$ cat config.mk
export PLATFORM = sky130hd
export DESIGN_NAME = fetch_decode_buffer
export DESIGN_NICKNAME = d
export VERILOG_FILES = /design/src/rtl/fetch_decode_buffer.sv
export SDC_FILE = /design/constraint.sdc
export NUM_CORES = 1
export LEC_CHECK = 0
export CORE_UTILIZATION = 30
export DETAILED_ROUTE_END_ITERATION = 12
export SLEW_MARGIN = 20
export SYNTH_ARGS = -nofsm -noshare
export SYNTH_HDL_FRONTEND = slang
export SYNTH_SLANG_ARGS = --single-unit
$ cat constraint.sdc
create_clock -name clk -period 3.6 [get_ports clk]
set_input_delay 0.54 -clock clk [delete_from_list [all_inputs] [get_ports clk]]
set_output_delay 0.54 -clock clk [all_outputs]
set_load 0.02 [all_outputs]
$ cat src/rtl/fetch_decode_buffer.sv
// rtl/fetch_decode_buffer.sv - fetch/decode buffer assembling 1- and 2-byte instructions
// Holds the instruction under decode, handles stall/flush and edge-triggered interrupt entry.
module fetch_decode_buffer #(
  parameter int unsigned       DATA_W   = 8,
  parameter int unsigned       PC_W     = 8,
  parameter logic [DATA_W-1:0] NOP_BYTE = 8'h00
) (
  input  logic              clk,
  input  logic              reset,
  input  logic [DATA_W-1:0] mem_data,
  input  logic [PC_W-1:0]   pc_in,
  input  logic              stall,
  input  logic              flush,
  input  logic              intr,
  output logic [DATA_W-1:0] ir,
  output logic [DATA_W-1:0] imm,
  output logic [3:0]        opcode,
  output logic [1:0]        ra,
  output logic [1:0]        rb,
  output logic [PC_W-1:0]   pc_next,
  output logic              ir_valid,
  output logic              imm_wait,
  output logic              decode_done,
  output logic [PC_W-1:0]   pc_saved
);

  localparam logic [1:0] ST_WARM  = 2'd0;
  localparam logic [1:0] ST_BYTE1 = 2'd1;
  localparam logic [1:0] ST_BYTE2 = 2'd2;

  localparam logic [3:0] OP_JMP  = 4'hB;
  localparam logic [3:0] OP_LONG = 4'hC;

  localparam logic [PC_W-1:0] PC_ONE = PC_W'(1);
  localparam logic [PC_W-1:0] PC_TWO = PC_W'(2);

  logic [1:0]        state_q,       state_d;
  logic [DATA_W-1:0] ir_q,          ir_d;
  logic [DATA_W-1:0] imm_q,         imm_d;
  logic [PC_W-1:0]   pc1_q,         pc1_d;
  logic [PC_W-1:0]   pc_next_q,     pc_next_d;
  logic [PC_W-1:0]   pc_saved_q,    pc_saved_d;
  logic              ir_valid_q,    ir_valid_d;
  logic              decode_done_q, decode_done_d;
  logic              intr_prev_q,   intr_prev_d;
  logic              intr_pend_q,   intr_pend_d;

  logic intr_edge;
  logic take_intr;
  logic is_long;
  logic is_jump;

  assign intr_edge = intr & ~intr_prev_q;
  assign is_long   = (mem_data[7:4] == OP_LONG);
  assign is_jump   = (mem_data[7:4] == OP_JMP) && !mem_data[3];

  // An interrupt seen mid two-byte fetch waits until that instruction has been presented.
  assign take_intr = (intr_edge && (state_q != ST_BYTE2)) ||
                     (intr_pend_q && (state_q == ST_BYTE1));

  always_comb begin
    state_d       = state_q;
    ir_d          = ir_q;
    imm_d         = imm_q;
    pc1_d         = pc1_q;
    pc_next_d     = pc_next_q;
    pc_saved_d    = pc_saved_q;
    ir_valid_d    = ir_valid_q;
    decode_done_d = 1'b0;
    intr_prev_d   = intr;
    intr_pend_d   = intr_pend_q;

    if (flush) begin
      ir_d        = NOP_BYTE;
      imm_d       = '0;
      ir_valid_d  = 1'b0;
      state_d     = ST_WARM;
      intr_pend_d = 1'b0;
    end else if (take_intr) begin
      ir_d        = NOP_BYTE;
      imm_d       = '0;
      ir_valid_d  = 1'b0;
      state_d     = ST_WARM;
      intr_pend_d = 1'b0;
      pc_saved_d  = intr_pend_q ? (pc1_q + PC_TWO) : pc_in;
    end else if (stall) begin
      if (intr_edge) begin
        intr_pend_d = 1'b1;
      end
    end else begin
      unique case (state_q)
        ST_WARM: begin
          ir_valid_d = 1'b0;
          state_d    = ST_BYTE1;
        end
        ST_BYTE1: begin
          ir_d  = mem_data;
          pc1_d = pc_in;
          imm_d = '0;
          if (is_long) begin
            ir_valid_d = 1'b0;
            state_d    = ST_BYTE2;
          end else begin
            ir_valid_d    = 1'b1;
            pc_next_d     = pc_in + PC_ONE;
            decode_done_d = is_jump;
          end
        end
        ST_BYTE2: begin
          imm_d      = mem_data;
          ir_valid_d = 1'b1;
          pc_next_d  = pc1_q + PC_TWO;
          state_d    = ST_BYTE1;
          if (intr_edge) begin
            intr_pend_d = 1'b1;
          end
        end
        default: begin
          ir_valid_d = 1'b0;
          state_d    = ST_WARM;
        end
      endcase
    end
  end

  always_ff @(posedge clk) begin
    if (reset) begin
      state_q       <= ST_WARM;
      ir_q          <= NOP_BYTE;
      imm_q         <= '0;
      pc1_q         <= '0;
      pc_next_q     <= '0;
      pc_saved_q    <= '0;
      ir_valid_q    <= 1'b0;
      decode_done_q <= 1'b0;
      intr_prev_q   <= 1'b0;
      intr_pend_q   <= 1'b0;
    end else begin
      state_q       <= state_d;
      ir_q          <= ir_d;
      imm_q         <= imm_d;
      pc1_q         <= pc1_d;
      pc_next_q     <= pc_next_d;
      pc_saved_q    <= pc_saved_d;
      ir_valid_q    <= ir_valid_d;
      decode_done_q <= decode_done_d;
      intr_prev_q   <= intr_prev_d;
      intr_pend_q   <= intr_pend_d;
    end
  end

  assign ir          = ir_q;
  assign imm         = imm_q;
  assign opcode      = ir_q[7:4];
  assign ra          = ir_q[3:2];
  assign rb          = ir_q[1:0];
  assign pc_next     = pc_next_q;
  assign ir_valid    = ir_valid_q;
  assign imm_wait    = (state_q == ST_BYTE2);
  assign decode_done = decode_done_q;
  assign pc_saved    = pc_saved_q;

endmodule
; Word level (Yosys, flattened, before mapping)
; Index checks and enable logic that the tools add are counted.
[word_totals]
ff_bits = 46
input_bits = 21
out_inout_bits = 43
wordCells = 53
[classes]
addsub = 2
eq_ne = 7
n_mux = 11
bitwise_logic = 6
reduce_logical = 17
[op_table]
columns = cell, count
row1 = 8-bit case mux with 2 select lines, 2
row2 = 8-bit two-way mux, 2
row3 = 8-bit by 1-bit adder with 8-bit output (second input constant), 1
row4 = 8-bit by 2-bit adder with 8-bit output (second input constant), 1
row5 = 4-bit == test (second input constant), 2
row6 = 2-bit AND reduction, 4
row7 = 2-bit inequality test (second input constant), 3
row8 = 6-bit OR reduction, 1
row9 = 1-bit inverter, 5
row10 = 5-bit AND reduction, 1
row11 = 1-bit two-way mux, 4
row12 = 2-bit case mux with 2 select lines, 1
row13 = 4-bit AND reduction, 1
row14 = 2-bit nonzero test, 2
row15 = 1-bit logical AND, 3
row16 = 3-bit OR reduction, 1
row17 = 2-bit by 1-bit == test with 1-bit output (second input constant), 1
row18 = 2-bit == test (second input constant), 1
row19 = 2-bit zero test, 1
row20 = 2-bit two-way mux, 1
row21 = 1-bit case mux with 2 select lines, 1
row22 = 2-bit OR reduction, 1
row23 = 1-bit bitwise AND, 1
row24 = 1-bit zero test, 1
row25 = 1-bit logical OR, 1

; Longest topological paths before layout
[depth]
word_depth = 6
depth_mapped = 8
ltp_nobuf = 6

; Worst setup path before layout
; OpenSTA, ideal clock, no wires.
[synth_timing]
kind = flip-flop to flip-flop
start = register state_q[0]
end = register pc1_q[0]
setup_ns = 0.128
arrival_ns = 1.754
t_required_ns = 3.472
slack_ns = 1.718
path_stages_with_launch = 8
path_buffers = 1
period_less_slack_ns = 1.882
cell_sequence = dfxtp_1 inv_1 ha_1 buf_4 nor3b_4 nor4_4 mux2i_1 nor2_1
[synth_via]
elab_chain_cells = 5
word_cells_on_any_way = 7
classes_between = eq/ne (2) / bitwise (1) / reduce/logical (4)
[synth_lines]
columns = element, line
row1 = from (decl), 37  ; logic [1:0] state_q, state_d;
row2 = from (signal assigned), 139  ; state_q <= state_d;
row3 = 2-bit inequality test or 2-bit by 1-bit == test with 1-bit output (tied branches), "58, 59, 91"
row4 = "1-bit logical AND, on equally long branches", "58, 59"
row5 = 1-bit logical OR, 58  ; assign take_intr = (intr_edge && (state_q != ST_BYTE2)) ||
row6 = 1-bit inverter (no source line), -
row7 = 4-bit AND reduction (no source line) (*), -
row8 = to (signal assigned), 142  ; pc1_q <= pc1_d;
row9 = to (decl), 40  ; logic [PC_W-1:0] pc1_q, pc1_d;
; Mark *: on every way between the ends. The rest lies on a longest branch, timed or not.
; A chain may end at the register's enable or synchronous reset.

; Worst setup path in the final report
[layout_timing]
start = register state_q[0]
end = register decode_done_q (netlist: decode_done)
[layout_via]
elab_chain_cells = 4
word_cells_on_any_way = 7
classes_between = eq/ne (2) / bitwise (1) / reduce/logical (4)
[layout_lines]
columns = element, line
row1 = 2-bit inequality test or 2-bit by 1-bit == test with 1-bit output (tied branches), "58, 59, 91"
row2 = "1-bit logical AND, on equally long branches", "58, 59"
row3 = 1-bit logical OR, 58
row4 = 6-bit OR reduction (no source line) (*), -
row5 = to (signal assigned), 146  ; decode_done_q <= decode_done_d;
row6 = to (decl), 44  ; logic decode_done_q, decode_done_d;
; Marked as above.

==> impl_metrics.tcl <==
set metrics [dict create \
    cts.htree.levels 2 \
    clock_latency_ns 0.30 \
    syn2layout_area_growth_pct 33.73 \
    track_usage 0.1518 \
    drt-total-wl_microns 5789 \
    drt-vias-per-instance 4.894 \
    ys_types 41 \
    num_antenna_cells 0 \
    p_int_uw 777.1 \
    required_ns 3.77 \
    grt_pass1_wl_microns 9039 \
    clock_skew_ns 0.01285 \
    tightest_slew_ns 0.7021 \
    dieHeight_microns 88.28 \
    first_pass_iters 4 \
    preCtsSetupSlack_ns 1.111 \
    cts_tree "built" \
    ctsResizeCount 0 \
    cp_max_fo 27 \
    slew_headroom 0.5284 \
    synth_cells 265 \
    cts_made_buffers 5 \
    synth-compound-area-share 0.1636 \
    ioPinCount 64 \
    port_buffers 63 \
    synthesis.nets 292 \
    design_area_sq_um 2987 \
    synth.avg_cell_area_sq_um 8.428 \
    synth_top_family_by_area "simple AND/OR/NAND/NOR gates" \
    ir_drop_v 0.0001307 \
    post-route-min-period_ns 2.218 \
    clk_pin_slew_ns 0.09 \
    finalCritPeriodShare 0.6162 \
    hpwl_microns 4250 \
    synth-seq-area-share 0.4123 \
    gp_congestion 0.8005 \
    avgRoutedWirePerCell_microns 13.88 \
    fillers 729 \
    drv_cap 0 \
    setup_tns_ns 0 \
    cts_buffer_depth 2 \
    drv_slew 0 \
    place_area_sq_um 2877 \
    cts.sinks 46 \
    yosys_warnings 0 \
    final_hold_viol_count 0 \
    critPathKind "reg -> reg" \
    synth_seq_cells 46 \
    fp.coreArea_sq_um 7214 \
    p_seq_frac 0.509 \
    hold_buffers 0 \
    power_density_nw_per_um2 343.3 \
    setup_viol 0 \
    dieArea_sq_um 7793 \
    fmax_ghz 0.4508 \
    num_rows 31 \
    synth_top_area_share 0.4123 \
    clockRootBuffer "clkbuf_8" \
    grt_antenna_before_repair 0 \
    yosysTopAreaCell "dfxtp_1" \
    synthFlopType "dfxtp_1" \
    final_layout_size_suffix_gt1_frac 0.05660 \
    p_leak_nw 0.9444 \
    hold_class "reg -> reg" \
    arrival_ns 2.39 \
    grt_overflow 0 \
    startpoint_type "flip-flop" \
    status "finished clean" \
    synth_xor_area_frac 0.02353 \
    syn_area_sq_um 2233 \
    vias 2041 \
    p_total_mw 1.025 \
    first_iter_violations 92 \
    worst_hold_slack_ns 0.4554 \
    grt_setup_unrepaired "false" \
    p_comb_frac 0.113 \
    synthArstFlopShare 0 \
    die_x_microns 88.28 \
    grt_max_degree 28 \
    cts_setup_buffers 0 \
    p_clk_frac 0.378 \
    p_sw_uw 248.1 \
    synth_adder_area_share 0.03361 \
    p_sw_frac 0.2420 \
    synth_edf_count 0 \
    place_inst 409 \
    final_cells 417 \
    drcViolationCount 0 \
    grt_pass1_vias 1876 \
    worst_slack_ns 1.382 \
    fin_nets 344 \
    ys_top_cells_by_area "dfxtp_1, nand2_1, a21oi_1, mux2i_1, nand3_1" \
    synth.mux.area_fraction 0.05826 \
    ant_nets 0 \
    crit_path_end_kind "flip-flop" \
    final_util 0.4140 \
    yosys.area_share.simple 0.2387 \
    start_util 0.3096 \
]
==> critical path, stage by stage (launching register included) <==
cell	delay, ns
dfxtp_1	0.40
inv_1	0.08
ha_1	0.21
buf_4	0.23
nor3b_4	0.35
nor3_2	0.13
nand2_1	0.54
nor3_1	0.13
==> metal layers <==
metal / vias up / global-route usage / wire (microns)
li1: 1015 / - / -
met1: 945 / 0.2018 / 2786
met2: 73 / 0.2392 / 2570
met3: 8 / 0.02892 / 345
met4: 0 / 0.06745 / 87
met5: - / 0 / 0
==> cell usage in the layout (no fill, tap or decap), types with 2 or more instances in the layout <==
cell type and count:
nand2b_1 2, buf_4 2, o311ai_0 2, o32ai_1 2
nor3b_1 2, o22ai_1 3, nand3_1 17, clkbuf_8 5
a211oi_1 6, or2_2 3, clkdlybuf4s50_1 63, dfxtp_1 46
xnor2_1 6, mux2i_1 13, nor2b_1 2, nand2_1 44
o21ai_0 7, nor2_1 17, a21oi_1 29, inv_1 8
o21a_1 5, o211ai_1 3, ha_1 6, nor3_1 7
==> final cells by class <==
| type | instances | area [sq um] | share of cell area |
|---|---|---|---|
| inverters | 8 | 30.03 | 0.01005 |
| well taps | 99 | 123.9 | 0.04147 |
| multi-input cells | 191 | 1156 | 0.3871 |
| clock buffers | 6 | 72.57 | 0.02430 |
| clock inverters | 2 | 37.54 | 0.01257 |
| flip-flops and latches | 46 | 920.9 | 0.3083 |
| repair buffers | 65 | 645.6 | 0.2162 |
==> power by group through the flow <==
stage	clock, mW	combinational, mW	sequential [mW]
after floorplan	0	0.0524	0.540
after global routing	0.423	0.126	0.523
after global placement	0	0.115	0.534
final	0.387	0.116	0.522
after detailed placement	0	0.115	0.534
after CTS	0.396	0.116	0.522
==> cell usage after synthesis (2+ instances only) <==
library cell and count:
nor2_1 17, a211oi_1 6, clkbuf_1 6, o32ai_1 2, or2_2 3, nor3_1 7
o22ai_1 3, ha_1 6, dfxtp_1 46, buf_6 2, o311ai_0 2, inv_1 8
nand2b_1 2, mux2i_1 13, buf_4 9, xnor2_1 6, nor2b_1 2, buf_2 2
o21a_1 5, a21oi_1 29, nand2_1 44, o211ai_1 3, nand3_1 17, nor3b_1 2
o21ai_0 7
==> registers in the layout, summed over array words and instances, names as in the netlist <==
register and cells:
intr_pend_q 1, pc_next 8, pc1_q 8, ir_valid 1, ir 8, intr_prev_q 1
state_q 2, pc_saved 8, imm 8, decode_done 1
==> path summary, 6_finish.rpt <==
check,from,end,slack (ns),cells past startpoint
max,state_q[0],decode_done,1.38,7
min,pc_saved[4],pc_saved[4],0.46,2
max reg2reg,state_q[0],decode_done,1.38,7
min reg2reg,pc_saved[4],pc_saved[4],0.46,2
==> logic make-up after synthesis <==
group,after synthesis
DFF,46
muxes,13
and+or+nand+nor,106
adders and majority gates,6
buffers and inverters,28
AOI/OAI and AO/OA,60
xor gates and xnor gates,6
Power figures use the tool's default switching activity.
